==> config.mk <==
export PLATFORM = sky130hd
export DESIGN_NAME = add_share_arb_flat
export DESIGN_NICKNAME = d
export VERILOG_FILES = /design/src/rtl/add_share_arb_if.sv /design/src/rtl/add_share_arb.sv /design/src/flat_wrapper.sv
export SDC_FILE = /design/constraint.sdc
export NUM_CORES = 1
export LEC_CHECK = 0
export BUFFER_PORTS_ARGS = -buffer_cell sky130_fd_sc_hd__buf_2
export CORE_MARGIN = 4
export CORE_UTILIZATION = 41
export DETAILED_ROUTE_END_ITERATION = 6
export GPL_TIMING_DRIVEN = 0
export PLACE_DENSITY = 0.75
export SYNTH_ARGS = -nofsm -noshare
export SYNTH_HDL_FRONTEND = slang
export SYNTH_SLANG_ARGS = --single-unit
==> constraint.sdc <==
create_clock -name clk -period 1.81 [get_ports clk]
set_input_delay 0.362 -clock clk [delete_from_list [all_inputs] [get_ports clk]]
set_output_delay 0.362 -clock clk [all_outputs]
set_load 0.1 [all_outputs]
==> src/rtl/add_share_arb_if.sv <==
// Bundle between requesters, the shared adder and the add_share_arb controller.
// The slave side is the controller; master is the surrounding environment.
interface add_share_arb_if #(
  parameter int NREQ = 4,
  parameter int DW   = 4
);
  localparam int IDW = $clog2(NREQ);

  logic [NREQ-1:0]    req_valid;
  logic [NREQ-1:0]    req_ready;
  logic [NREQ*DW-1:0] req_a;
  logic [NREQ*DW-1:0] req_b;
  logic [DW-1:0]      add_a;
  logic [DW-1:0]      add_b;
  logic [DW:0]        add_sum;
  logic               rsp_valid;
  logic               rsp_ready;
  logic [DW:0]        rsp_sum;
  logic [IDW-1:0]     rsp_id;
  logic [7:0]         ops_cnt;

  modport master (
    output req_valid, req_a, req_b, add_sum, rsp_ready,
    input  req_ready, add_a, add_b, rsp_valid, rsp_sum, rsp_id, ops_cnt
  );

  modport slave (
    input  req_valid, req_a, req_b, add_sum, rsp_ready,
    output req_ready, add_a, add_b, rsp_valid, rsp_sum, rsp_id, ops_cnt
  );
endinterface

==> src/rtl/add_share_arb.sv <==
// Round-robin controller sharing one combinational adder among NREQ requesters:
// grant, register operands, capture the sum, return it with a tagged response.
module add_share_arb #(
  parameter int NREQ = 4,
  parameter int DW   = 4
) (
  input  logic            clk,
  input  logic            rst_n,
  add_share_arb_if.slave  bus
);
  localparam int IDW = $clog2(NREQ);

  typedef enum logic [1:0] {IDLE, EXEC, RESP} state_t;

  state_t         state;
  state_t         state_nxt;
  logic [IDW-1:0] ptr;
  logic [IDW-1:0] gnt_id;
  logic           gnt_found;
  logic [IDW:0]   cand_w;
  logic [IDW-1:0] cand;
  logic [DW-1:0]  op_a;
  logic [DW-1:0]  op_b;
  logic           req_hs;
  logic           rsp_hs;

  // Rotating-priority search starting at ptr; first valid requester wins.
  // NOTE: combinational blocks use blocking '=' so later statements see the
  // updated value; clocked blocks use '<=' so all registers update together.
  always_comb begin
    gnt_found = 1'b0;
    gnt_id    = '0;
    cand_w    = '0;
    cand      = '0;
    for (int k = 0; k < NREQ; k++) begin
      cand_w = {1'b0, ptr} + (IDW+1)'(k);
      if (cand_w >= (IDW+1)'(NREQ)) cand_w = cand_w - (IDW+1)'(NREQ);
      cand = cand_w[IDW-1:0];
      if (!gnt_found && bus.req_valid[cand]) begin
        gnt_found = 1'b1;
        gnt_id    = cand;
      end
    end
  end

  // Operand mux for the granted requester.
  always_comb begin
    op_a = '0;
    op_b = '0;
    for (int i = 0; i < NREQ; i++) begin
      if (IDW'(i) == gnt_id) begin
        op_a = bus.req_a[i*DW +: DW];
        op_b = bus.req_b[i*DW +: DW];
      end
    end
  end

  assign req_hs = rst_n && (state == IDLE) && gnt_found;
  assign rsp_hs = (state == RESP) && bus.rsp_ready;

  always_ff @(posedge clk) begin
    if (!rst_n) state <= IDLE;
    else        state <= state_nxt;
  end

  // NOTE: every output of a combinational block gets a default before the
  // case statement; a path that leaves one unassigned would infer a latch.
  always_comb begin
    state_nxt = state;
    case (state)
      IDLE:    if (req_hs) state_nxt = EXEC;
      EXEC:    state_nxt = RESP;
      RESP:    if (bus.rsp_ready) state_nxt = IDLE;
      default: state_nxt = IDLE;
    endcase
  end

  always_comb begin
    bus.req_ready = '0;
    if (req_hs) bus.req_ready[gnt_id] = 1'b1;
  end

  // Datapath: operands hold their last values outside a grant.
  always_ff @(posedge clk) begin
    if (!rst_n) begin
      ptr           <= '0;
      bus.add_a     <= '0;
      bus.add_b     <= '0;
      bus.rsp_valid <= 1'b0;
      bus.rsp_sum   <= '0;
      bus.rsp_id    <= '0;
      bus.ops_cnt   <= '0;
    end else begin
      if (req_hs) begin
        bus.add_a  <= op_a;
        bus.add_b  <= op_b;
        bus.rsp_id <= gnt_id;
      end
      if (state == EXEC) begin
        bus.rsp_sum   <= bus.add_sum;
        bus.rsp_valid <= 1'b1;
      end
      if (rsp_hs) begin
        bus.rsp_valid <= 1'b0;
        ptr           <= (bus.rsp_id == IDW'(NREQ-1)) ? '0 : bus.rsp_id + 1'b1;
        bus.ops_cnt   <= bus.ops_cnt + 8'd1;
      end
    end
  end

  // Protocol invariants; no hardware is generated for these.
  a_ready_onehot: assert property (@(posedge clk) $onehot0(bus.req_ready));
  a_ready_idle:   assert property (@(posedge clk) (bus.req_ready != '0) |-> (state == IDLE));
  a_rsp_stable:   assert property (@(posedge clk) disable iff (!rst_n)
                    (bus.rsp_valid && !bus.rsp_ready) |=>
                    (bus.rsp_valid && $stable(bus.rsp_sum) && $stable(bus.rsp_id)));
endmodule

==> src/flat_wrapper.sv <==
// flat-port wrapper written by rule: the top's interface ports become plain ports
module add_share_arb_flat 
#(
  parameter int NREQ = 4,
  parameter int DW   = 4
)
  (clk, rst_n, bus_req_valid, bus_req_a, bus_req_b, bus_add_sum, bus_rsp_ready, bus_req_ready, bus_add_a, bus_add_b, bus_rsp_valid, bus_rsp_sum, bus_rsp_id, bus_ops_cnt);
  add_share_arb_if #(.NREQ(NREQ), .DW(DW)) bus_i ();
  input  logic clk;
  input  logic rst_n;
  input wire logic [$bits(bus_i.req_valid)-1:0] bus_req_valid;
  input wire logic [$bits(bus_i.req_a)-1:0] bus_req_a;
  input wire logic [$bits(bus_i.req_b)-1:0] bus_req_b;
  input wire logic [$bits(bus_i.add_sum)-1:0] bus_add_sum;
  input wire logic [$bits(bus_i.rsp_ready)-1:0] bus_rsp_ready;
  output wire logic [$bits(bus_i.req_ready)-1:0] bus_req_ready;
  output wire logic [$bits(bus_i.add_a)-1:0] bus_add_a;
  output wire logic [$bits(bus_i.add_b)-1:0] bus_add_b;
  output wire logic [$bits(bus_i.rsp_valid)-1:0] bus_rsp_valid;
  output wire logic [$bits(bus_i.rsp_sum)-1:0] bus_rsp_sum;
  output wire logic [$bits(bus_i.rsp_id)-1:0] bus_rsp_id;
  output wire logic [$bits(bus_i.ops_cnt)-1:0] bus_ops_cnt;
  assign bus_i.req_valid = bus_req_valid;
  assign bus_i.req_a = bus_req_a;
  assign bus_i.req_b = bus_req_b;
  assign bus_i.add_sum = bus_add_sum;
  assign bus_i.rsp_ready = bus_rsp_ready;
  assign bus_req_ready = bus_i.req_ready;
  assign bus_add_a = bus_i.add_a;
  assign bus_add_b = bus_i.add_b;
  assign bus_rsp_valid = bus_i.rsp_valid;
  assign bus_rsp_sum = bus_i.rsp_sum;
  assign bus_rsp_id = bus_i.rsp_id;
  assign bus_ops_cnt = bus_i.ops_cnt;
  add_share_arb #(.NREQ(NREQ), .DW(DW)) u_core (.clk(clk), .rst_n(rst_n), .bus(bus_i));
endmodule
Yosys cells after proc, flatten, opt, wreduce, memory -nomap -nowiden
Cells that the tools add are included.
{"block": "totals", "reg_bits": 28, "output_inout_bits": 28}
{"block": "classes", "addsub": 9, "n_lt_le_gt_ge": 10, "n_eq_ne": 8, "n_mux": 35, "n_bitwise": 1, "n_reduce_logical": 14}
{"op": "4-bit 2-to-1 mux", "n": 9}
{"op": "2-bit 2-to-1 mux", "n": 11}
{"op": "2-bit by 3-bit less-than comparator with 1-bit output (second input constant)", "n": 5}
{"op": "3-bit greater-or-equal comparator (second input constant)", "n": 3}
{"op": "1-bit 2-to-1 mux", "n": 9}
{"op": "8-bit by 1-bit adder with 8-bit output (second input constant)", "n": 1}
{"op": "1-bit binary-select mux with 2-bit select", "n": 4}
{"op": "2-bit by 1-bit subtractor with 2-bit output (second input constant)", "n": 4}
{"op": "1-bit logical AND", "n": 7}
{"op": "2-bit by 2-bit adder with 3-bit output (second input constant)", "n": 2}
{"op": "2-bit case mux with 3 select lines", "n": 1}
{"op": "2-bit == test (first input constant)", "n": 2}
{"op": "2-bit == test (second input constant)", "n": 2}
{"op": "2-bit logical NOT", "n": 2}
{"op": "2-bit by 1-bit adder with 3-bit output (second input constant)", "n": 1}
{"op": "2-bit by 3-bit greater-or-equal comparator with 1-bit output (second input constant)", "n": 1}
{"op": "1-bit logical NOT", "n": 3}
{"op": "2-bit by 1-bit adder with 2-bit output (second input constant)", "n": 1}
{"op": "1-bit demux with 2-bit select", "n": 1}
{"op": "1-bit by 2-bit == test with 1-bit output (first input constant)", "n": 1}
{"op": "2-bit by 1-bit == test with 1-bit output (second input constant)", "n": 1}
{"op": "2-bit by 1-bit greater-or-equal comparator with 1-bit output (second input constant)", "n": 1}
{"op": "2-bit by 1-bit != test with 1-bit output (second input constant)", "n": 1}
{"op": "2-bit != test (second input constant)", "n": 1}
{"op": "3 further kinds", "n": 3}

Logic depth before layout (Yosys ltp)
Gate-level depths: netlist of the first run.
{"block": "logic_depth", "depth_word": 19, "mapped_depth": 7, "mapped_depth_nobuf": 5}

Least setup slack after synthesis of the first run
No wires, ideal clock.
{"block": "synth_path", "kind": "register to output", "from": "register u_core.ptr[1]", "to": "output port bus_req_ready[0]", "arrival_ps": 3220, "slack_ps": -1772, "path_stages_with_launch": 6, "path_buffers": 1, "cell_sequence": "dfxtp_1 clkbuf_1 nand2_1 and2_1 o32a_1 nor3_1"}
{"block": "synth_via", "elab_chain_cells": 19}
{"item": "from (decl)", "line": "add_share_arb.sv:17", "text": "logic [IDW-1:0] ptr;"}
{"item": "from (signal assigned)", "line": "add_share_arb.sv:105", "text": "ptr <= (bus.rsp_id == IDW'(NREQ-1)) ? '0 : bus.rsp_id + 1'b1;"}
{"item": "branches (longest 18 deep; another with 2-bit by 1-bit adder with 3-bit output)"}
{"item": "4-bit 2-to-1 mux *", "line": "add_share_arb.sv:80", "text": "if (req_hs) bus.req_ready[gnt_id] = 1'b1;"}
{"item": "to (decl)", "line": "flat_wrapper.sv:16", "text": "output wire logic [$bits(bus_i.req_ready)-1:0] bus_req_ready;"}
Every way passes the cells marked *. The select of a mux whose other input is x is not followed.

Worst setup path in the final report of the first run
{"block": "layout_path", "from": "register u_core.ptr[0]", "to": "output port bus_req_ready[3]"}
The elaborated chain is that of the path after synthesis.

==> results of run 1 <==
cell families after synthesis:
logic type | count (synthesis) | synth area share [%]
AOI/OAI and AO/OA | 32 | 17.0
buffers and inverters | 10 | 3.67
DFF | 28 | 38.2
and+or+nand+nor | 64 | 25.0
xor gates and xnor gates | 7 | 4.18
adders and majority gates | 2 | 1.71
muxes | 15 | 10.2
power by group:
group	switching (mW)	leakage [nW]	internal (mW)
Sequential	0.0280	0.233	0.659
Combinational	0.469	0.760	0.202
Clock	0.183	0.0210	0.123
Total	0.680	1.01	0.983
metrics by stage:
| stage | setup WS, ns | util (%) | TNS [ns] |
|---|---|---|---|
| global placement | -0.686 | 56.7 | -4.78 |
| CTS | -0.372 | 63.5 | -1.73 |
| global route | -0.450 | 63.8 | -2.62 |
| finish | -0.383 | 63.8 | -1.87 |
| detailed placement | -0.702 | 56.7 | -4.94 |
| floorplan | -0.472 | - | -1.32 |
layout make-up:
class / count / share of cell area (%)
buffer: 5 / 1.04
clock buffer: 4 / 1.68
inverter: 2 / 0.347
multi-input combinational: 120 / 43.1
sequential: 28 / 26.6
tap: 46 / 2.66
timing repair buffer: 83 / 24.6
worst paths after layout:
path                                     start                                  to  slack [ns]
min                             bus_add_sum[0]  u_core.bus.rsp_sum[0]$_SDFFE_PN0N_        0.28
max reg2reg         u_core.ptr[0]$_SDFFE_PN0P_    u_core.bus.add_a[1]$_SDFFE_PN0N_       -0.12
min reg2reg  u_core.bus.rsp_valid$_SDFFE_PP0N_   u_core.bus.rsp_valid$_SDFFE_PP0N_        0.45
max                 u_core.ptr[0]$_SDFFE_PN0P_                    bus_req_ready[3]       -0.38
placed cells by master, fill, tap and decap left out, drive strengths merged, types with 5 or more instances in the layout:
cell    netlist  routed
a21boi        7       7
a21oi         5       5
and2         10      10
buf           3      84
clkbuf        5       8
dfxtp        28      28
mux2i        15      15
nand2        14      14
nand3        11      11
nor2b        10      10
o221ai        5       5
xnor2         6       6
routing by layer:
metal	wire [microns]	share of wire [%]	vias up	GRT usage, %
met2	2040	50	55	30.1
met5	0	0	-	0
met3	261	6.5	6	3.33
met4	38	0.94	0	5.21
li1	-	-	744	-
met1	1700	42	686	22.4
registers in the layout (all words and copies together), names as in the netlist:
name,cells
u_core.bus.rsp_sum,5
u_core.state,2
u_core.bus.add_b,4
u_core.bus.rsp_id,2
u_core.ptr,2
u_core.bus.ops_cnt,8
u_core.bus.rsp_valid,1
u_core.bus.add_a,4
repair_timing:
action | in CTS | in global routing
hold endpoints to repair | 0 | 0
resized for setup | 29 | 6
endpoints found under the setup margin | 12 | 12
pin swaps | 4 | 6
setup buffers | 12 | 3
worst max-delay path, cell delays in order (launching register included):
cell     delay, ns
dfxtp_4       0.42
nor2b_4       0.05
or4b_4        0.52
a21oi_4       0.17
and2_4        0.18
buf_12        0.17
==> impl_metrics.py, run 1 <==
metrics = {
    "timing": {
        "setup_ws_ns": -0.383,
        "fmax_mhz": 456,
        "maxSlewViolCount": 0,
        "relSlewSlack_pct": 67.0,
        "setup_viol": 12,
        "worstMarginPinSlew_ns": 0.498,
        "fin_crit_ns": 2.19,
        "period_share_pct": 121,
        "grt_setup_unrepaired": "true",
        "hold_violations": 0,
        "finClkSkew_ns": 0.00282,
        "whs_ns": 0.282,
    },
    "floorplanning": {
        "fp-row-count": 21,
        "die_x_microns": 67.8,
        "io_pins": 72,
        "fp.dieH_microns": 67.8,
        "core_sq_um": 3390,
        "dieArea_sq_um": 4600,
        "initial_utilization_pct": 43.3,
    },
    "yosys": {
        "synth_top_cell_area_share_pct": 38.2,
        "synthTopCellsByCount": "dfxtp_1, mux2i_1, nand2_1",
        "async_reset_ff_share_pct": 0,
        "syn_inst": 158,
        "synth_top_cell_by_area": "dfxtp_1",
        "synth_warnings": 0,
        "synth_edf_count": 0,
        "syn_area_sq_um": 1470,
        "synth.area.top_cells": "dfxtp_1, mux2i_1, and2_1",
        "ys_seq_area_share_pct": 38.2,
        "synth_cell_types": 38,
        "synth_nets": 204,
        "syn_avg_cell_area_sq_um": 9.28,
        "yosysMostFrequentCell": "dfxtp_1",
        "synthFlopType": "dfxtp_1",
        "synth_seq_cells": 28,
    },
    "worst_setup_path": {
        "crit_type": "flip-flop to output pin",
        "ff2ff_path_depth": 7,
        "worstPathRequired_ns": 1.45,
        "crit_path_start_kind": "flip-flop",
        "end_kind": "output pin",
        "crit_arrival_ns": 1.83,
        "critPathMaxFanout": 4,
    },
    "place": {
        "port_buffers": 70,
        "dp_hpwl_microns": 2830,
        "dpl-instance-area_sq_um": 1920,
        "dp.cells": 274,
        "gp_congestion": 0.692,
    },
    "drt": {
        "routed_via_density": 5.18,
        "vias": 1491,
        "firstDrtPassIters": 4,
        "drtAntennaViolNets": 0,
        "drc_errors": 0,
        "routedWlPerCell_microns": 14.0,
        "first_iter_violations": 73,
        "routed_wirelength_microns": 4040,
    },
    "final_layout": {
        "antennaDiodeCount": 0,
        "regArea_sq_um": 574,
        "n_fill_cell": 287,
        "nNetsFinal": 289,
        "multi_input_area_sq_um": 931,
        "area_delta_synth_final_pct": 47.4,
        "drive_gt1_share_pct": 45.0,
        "finalInstanceArea_sq_um": 2160,
        "fin_cells": 288,
    },
    "global_routing": {
        "grt_usage_pct": 17.6,
        "grt_pass1_wl_microns": 6330,
        "grt_max_degree": 16,
        "grt_pass1_vias": 1434,
        "grt-ovfl-total": 0,
        "antenna_found_initial": 0,
    },
    "pwr": {
        "power_density_nw_per_um2": 770,
        "peakVddDrop_mv": 0.455,
        "leakage_nw": 1.01,
        "p_total_mw": 1.66,
    },
    "cts": {
        "clock_latency_ns": 0.32,
        "cts_buffers": 3,
        "cts-root-buf": "clkbuf_4",
        "clk_pin_slew_worst_paths_ns": 0.15,
        "clockBufferDepth": 2,
        "cts_tree": "built",
        "h-tree-depth": 1,
        "ctsHoldBuffers": 0,
        "numClockSinks": 28,
    },
    "min_path": {
        "hp-class": "input port to flip-flop",
        "hold_depth": 3,
    },
    "job": {
        "max-cap-violations": 0,
    },
    "outcome": {
        "violations": "setup timing",
        "outcome": "complete, but fails checks",
    },
}
No activity file was read; power rests on OpenSTA's default activity.
==> run 2: changes to the inputs <==
--- a/config.mk
+++ b/config.mk
@@ -11,6 +11,7 @@
 export DETAILED_ROUTE_END_ITERATION = 6
 export GPL_TIMING_DRIVEN = 0
 export PLACE_DENSITY = 0.75
+export RECOVER_POWER = 50
 export SYNTH_ARGS = -nofsm -noshare
 export SYNTH_HDL_FRONTEND = slang
 export SYNTH_SLANG_ARGS = --single-unit
==> impl_metrics.py, run 2 (synthesis gave the netlist of run 1 again) <==
metrics = {
    "drt": {
        "vias": 1490,
        "routed_via_density": 5.17,
        "routedWlPerCell_microns": 14.0,
        "drc_errors": 0,
        "drtAntennaViolNets": 0,
        "first_iter_violations": 72,
        "routed_wirelength_microns": 4040,
        "firstDrtPassIters": 4,
    },
    "worst_setup_path": {
        "end_kind": "output pin",
        "crit_path_start_kind": "flip-flop",
        "worstPathRequired_ns": 1.45,
        "crit_arrival_ns": 1.84,
        "critPathMaxFanout": 4,
        "ff2ff_path_depth": 7,
        "crit_type": "flip-flop to output pin",
    },
    "cts": {
        "numClockSinks": 28,
        "clock_latency_ns": 0.32,
        "cts_tree": "built",
        "clk_pin_slew_worst_paths_ns": 0.15,
        "clockBufferDepth": 2,
        "h-tree-depth": 1,
        "cts_buffers": 3,
        "cts-root-buf": "clkbuf_4",
    },
    "global_routing": {
        "grt_pass1_wl_microns": 6330,
        "antenna_found_initial": 0,
        "grt_usage_pct": 17.6,
        "grt-ovfl-total": 0,
        "grt_max_degree": 16,
        "grt_pass1_vias": 1434,
    },
    "final_layout": {
        "drive_gt1_share_pct": 45.0,
        "largest_reg_flops": 8,
        "nNetsFinal": 289,
        "layout_commonest_cell": "buf_2",
        "area_delta_synth_final_pct": 47.4,
        "final_cell_mix": "buf_2, dfxtp_1, mux2i_1",
        "reg_top3": "u_core.bus.ops_cnt x8, u_core.bus.rsp_sum x5",
        "largest-register": "u_core.bus.ops_cnt",
        "antennaDiodeCount": 0,
        "finalInstanceArea_sq_um": 2160,
    },
    "job": {
        "max-cap-violations": 0,
    },
    "timing": {
        "fmax_mhz": 455,
        "setup_viol": 11,
        "fin_crit_ns": 2.20,
        "finClkSkew_ns": 0.00150,
        "hold_violations": 0,
        "grt_setup_unrepaired": "true",
        "maxSlewViolCount": 0,
        "setup_ws_ns": -0.388,
        "relSlewSlack_pct": 63.2,
        "period_share_pct": 121,
        "worstMarginPinSlew_ns": 0.555,
    },
    "floorplanning": {
        "dieArea_sq_um": 4600,
        "fp-row-count": 21,
        "die_x_microns": 67.8,
        "core_sq_um": 3390,
        "fp.dieH_microns": 67.8,
        "io_pins": 72,
        "initial_utilization_pct": 43.3,
    },
    "place": {
        "port_buffers": 70,
        "dpl_worst_slack_ns": -0.702,
        "dpl-instance-area_sq_um": 1920,
        "dp_hpwl_microns": 2830,
        "gp_congestion": 0.692,
    },
    "pwr": {
        "p_total_mw": 1.67,
        "leakage_nw": 1.01,
        "peakVddDrop_mv": 0.454,
        "power_density_nw_per_um2": 771,
    },
    "min_path": {
        "hold_depth": 3,
        "hp-class": "input port to flip-flop",
    },
    "outcome": {
        "outcome": "complete, but fails checks",
        "violations": "setup timing",
    },
}
## run 2: path summary, 6_finish.rpt
path | slack, ns | endpoint | start
max | -0.39 | bus_req_ready[3] | u_core.ptr[0]$_SDFFE_PN0P_
min | 0.28 | u_core.bus.rsp_sum[0]$_SDFFE_PN0N_ | bus_add_sum[0]
max reg2reg | -0.12 | u_core.bus.add_a[1]$_SDFFE_PN0N_ | u_core.ptr[0]$_SDFFE_PN0P_
min reg2reg | 0.45 | u_core.bus.rsp_valid$_SDFFE_PP0N_ | u_core.bus.rsp_valid$_SDFFE_PP0N_
## run 2: cell type report
type,count,area (sq um)
inverters,2,7.51
well taps,46,57.6
plain buffers,5,22.5
flip-flops and latches,28,574
clock buffers,4,36.3
repair buffers,83,532
fillers,287,1230
multi-input cells,120,931
## run 2: stage by stage
stage	TNS (ns)	utilization (%)	hold WS [ns]	std cells
floorplan	-1.32	-	0.528	158
global placement	-4.78	56.7	0.432	274
detailed placement	-4.94	56.7	0.434	274
CTS	-1.73	63.5	0.268	288
global route	-2.62	63.8	0.275	288
finish	-1.89	63.8	0.282	288
## run 2: report_power, final
group,internal (mW),switching [mW]
clock network,0.123,0.185
registers,0.659,0.0285
logic,0.201,0.469
## run 2: repair_timing
item | in CTS | in global routing
pin swaps | 4 | 6
resized for setup | 29 | 6
endpoints found under the setup margin | 12 | 12
setup buffers | 12 | 3
hold buffers | 0 | 0
## run 2: worst max-delay path: stages (launching register included)
cell      delay [ns]
dfxtp_4         0.42
nor2b_4         0.06
nand4b_1        0.28
buf_4           0.23
a21oi_4         0.17
and2_4          0.18
buf_12          0.17
## run 2: per-layer routing
metal	global-route usage [%]	share of wire (%)	vias up
li1	-	-	744
met1	22.4	42	687
met2	30.1	50	53
met3	3.33	6.2	6
met4	5.21	0.94	0
met5	0	0	-
==> run 3: changes to the inputs <==
--- a/config.mk
+++ b/config.mk
@@ -7,10 +7,10 @@
 export LEC_CHECK = 0
 export BUFFER_PORTS_ARGS = -buffer_cell sky130_fd_sc_hd__buf_2
 export CORE_MARGIN = 4
-export CORE_UTILIZATION = 41
+export CORE_UTILIZATION = 45
 export DETAILED_ROUTE_END_ITERATION = 6
 export GPL_TIMING_DRIVEN = 0
-export PLACE_DENSITY = 0.75
+export PLACE_DENSITY = 0.79
 export RECOVER_POWER = 50
 export SYNTH_ARGS = -nofsm -noshare
 export SYNTH_HDL_FRONTEND = slang
==> constraint.sdc (replaced) <==
create_clock -name clk -period 2.4 [get_ports clk]
set_input_delay 0.48 -clock clk [delete_from_list [all_inputs] [get_ports clk]]
set_output_delay 0.48 -clock clk [all_outputs]
set_load 0.1 [all_outputs]
==> impl_metrics.py, run 3 (synthesis gave the netlist of run 1 again) <==
metrics = {
    "outcome": {
        "outcome": "finished clean",
    },
    "worst_setup_path": {
        "crit_type": "input port to output pin",
        "crit_arrival_ns": 1.87,
        "worstPathRequired_ns": 1.92,
        "r2r-end": "u_core.bus.add_b[1]$_SDFFE_PN0N_",
        "critPathTopFamily": "buffers and inverters",
        "path_buf_inv": 4,
        "timing.rr.start": "u_core.ptr[0]$_SDFFE_PN0P_",
        "end_kind": "output pin",
        "crit_slowest_cell": "or3_1",
        "crit_path_start_kind": "input port",
        "cpPeakStageDelay_ns": 0.40,
        "critPathMaxFanout": 10,
        "ff2ff_path_depth": 7,
        "crit_chain": "buf_2 > or3_1 > o211ai_1 > buf_4 > clkbuf_4 > nor3_4 > buf_6",
        "worst-r2r-setup-slack_ns": 0.38,
    },
    "drt": {
        "routed_wirelength_microns": 3680,
        "first_iter_violations": 80,
        "routedWlPerCell_microns": 13.1,
        "drc_errors": 0,
        "routed_via_density": 5.23,
        "drtAntennaViolNets": 0,
        "firstDrtPassIters": 4,
        "vias": 1470,
    },
    "final_layout": {
        "largest-register": "u_core.bus.ops_cnt",
        "utilization_pct": 66.7,
        "antennaDiodeCount": 0,
        "multi_input_area_sq_um": 905,
        "largest_reg_flops": 8,
        "layout_commonest_cell": "buf_2",
        "nNetsFinal": 285,
        "final_cell_mix": "buf_2, dfxtp_1, mux2i_1",
        "regArea_sq_um": 568,
        "n_fill_cell": 274,
        "area_delta_synth_final_pct": 40.0,
        "fin_cells": 281,
        "reg_top3": "u_core.bus.ops_cnt x8, u_core.bus.rsp_sum x5",
        "drive_gt1_share_pct": 41.4,
    },
    "timing": {
        "relSlewSlack_pct": 67.2,
        "fin_crit_ns": 2.35,
        "final.setup.tns_ns": 0,
        "period_share_pct": 98.1,
        "hold_violations": 0,
        "grt_setup_unrepaired": "true",
        "fmax_mhz": 425,
        "whs_ns": 0.415,
        "worstMarginPinSlew_ns": 0.495,
        "maxSlewViolCount": 0,
        "finClkSkew_ns": 0.00291,
        "setup_viol": 0,
    },
    "min_path": {
        "hp-class": "input port to flip-flop",
        "min-delay-start": "bus_add_sum[0]",
        "min_to": "u_core.bus.rsp_sum[0]$_SDFFE_PN0N_",
        "hold_depth": 3,
    },
    "cts": {
        "cts-root-buf": "clkbuf_4",
        "clock_latency_ns": 0.31,
        "numClockSinks": 28,
        "h-tree-depth": 1,
        "clockBufferDepth": 2,
        "clk_pin_slew_worst_paths_ns": 0.13,
        "cts_buffers": 3,
        "cts_tree": "built",
    },
    "place": {
        "dp_hpwl_microns": 2780,
        "dp.cells": 272,
        "port_buffers": 70,
        "gp_congestion": 0.709,
    },
    "floorplanning": {
        "fp-row-count": 20,
        "io_pins": 72,
        "fp.dieH_microns": 65.1,
        "core_sq_um": 3080,
        "dieArea_sq_um": 4240,
        "die_x_microns": 65.1,
        "initial_utilization_pct": 47.6,
    },
    "global_routing": {
        "antenna_found_initial": 0,
        "grt_pass1_wl_microns": 5930,
        "grt_max_degree": 15,
        "grt_pass1_vias": 1347,
        "grt_usage_pct": 17.4,
        "grt-ovfl-total": 0,
    },
    "job": {
        "max-cap-violations": 0,
    },
    "pwr": {
        "leakage_nw": 0.960,
        "p_total_mw": 1.18,
        "power_density_nw_per_um2": 577,
        "peakVddDrop_mv": 0.544,
    },
}
-- run 3: how the worst max path moves through the flow --
stage	to	cells past startpoint	slack, ns	from
6_report	bus_req_ready[2]	7	0.05	bus_req_valid[1]
5_1_grt	bus_req_ready[2]	6	-0.02	u_core.ptr[0]$_SDFFE_PN0P_
4_1_cts	bus_req_ready[1]	6	0.007	u_core.ptr[0]$_SDFFE_PN0P_
3_5_place_dp	bus_req_ready[2]	6	-0.33	bus_req_valid[1]
3_3_place_gp	bus_req_ready[2]	6	-0.35	bus_req_valid[1]
2_1_floorplan	bus_req_ready[0]	6	-0.11	bus_req_valid[1]
-- run 3: where the power goes --
group	total [mW]	switching, mW	internal (mW)
clock	0.181	0.122	0.0587
sequential	0.517	0.0206	0.496
combinational	0.487	0.347	0.140
total	1.18	0.489	0.696
-- run 3: per-layer routing --
metal / global-route usage, % / vias to the layer above / wire (microns)
met5: 0 / - / 0
met4: 2.59 / 0 / 34
met3: 5.03 / 6 / 245
met2: 30.7 / 54 / 1820
met1: 21.4 / 679 / 1580
li1: - / 731 / -
-- run 3: through the flow --
stage | cell area (sq um) | worst slack, ns
global placement | 1900 | -0.346
finish | 2050 | 0.0462
global route | 2050 | -0.0246
detailed placement | 1900 | -0.334
floorplan | 1490 | -0.110
CTS | 2040 | 0.00662
-- run 3: final cells by class --
type / instances / share of cell area [%]
multi-input cells: 120 / 44.1
flip-flops and latches: 28 / 27.7
repair buffers: 78 / 22.5
well taps: 44 / 2.68
plain buffers: 6 / 1.65
clock buffers: 3 / 1.10
inverters: 2 / 0.366
-- run 3: worst min-delay path, stage by stage --
cell and delay, ns:
buf_2 0.08, mux2i_1 0.05, nor2b_1 0.09
-- run 3: timing repair --
item | CTS | global route
endpoints found under the hold margin | 0 | 0
hold buffers | 0 | 0
gates resized for setup | 23 | 4
setup endpoints to repair | 4 | 4
setup buffers | 6 | 2
pin swaps | 1 | 0
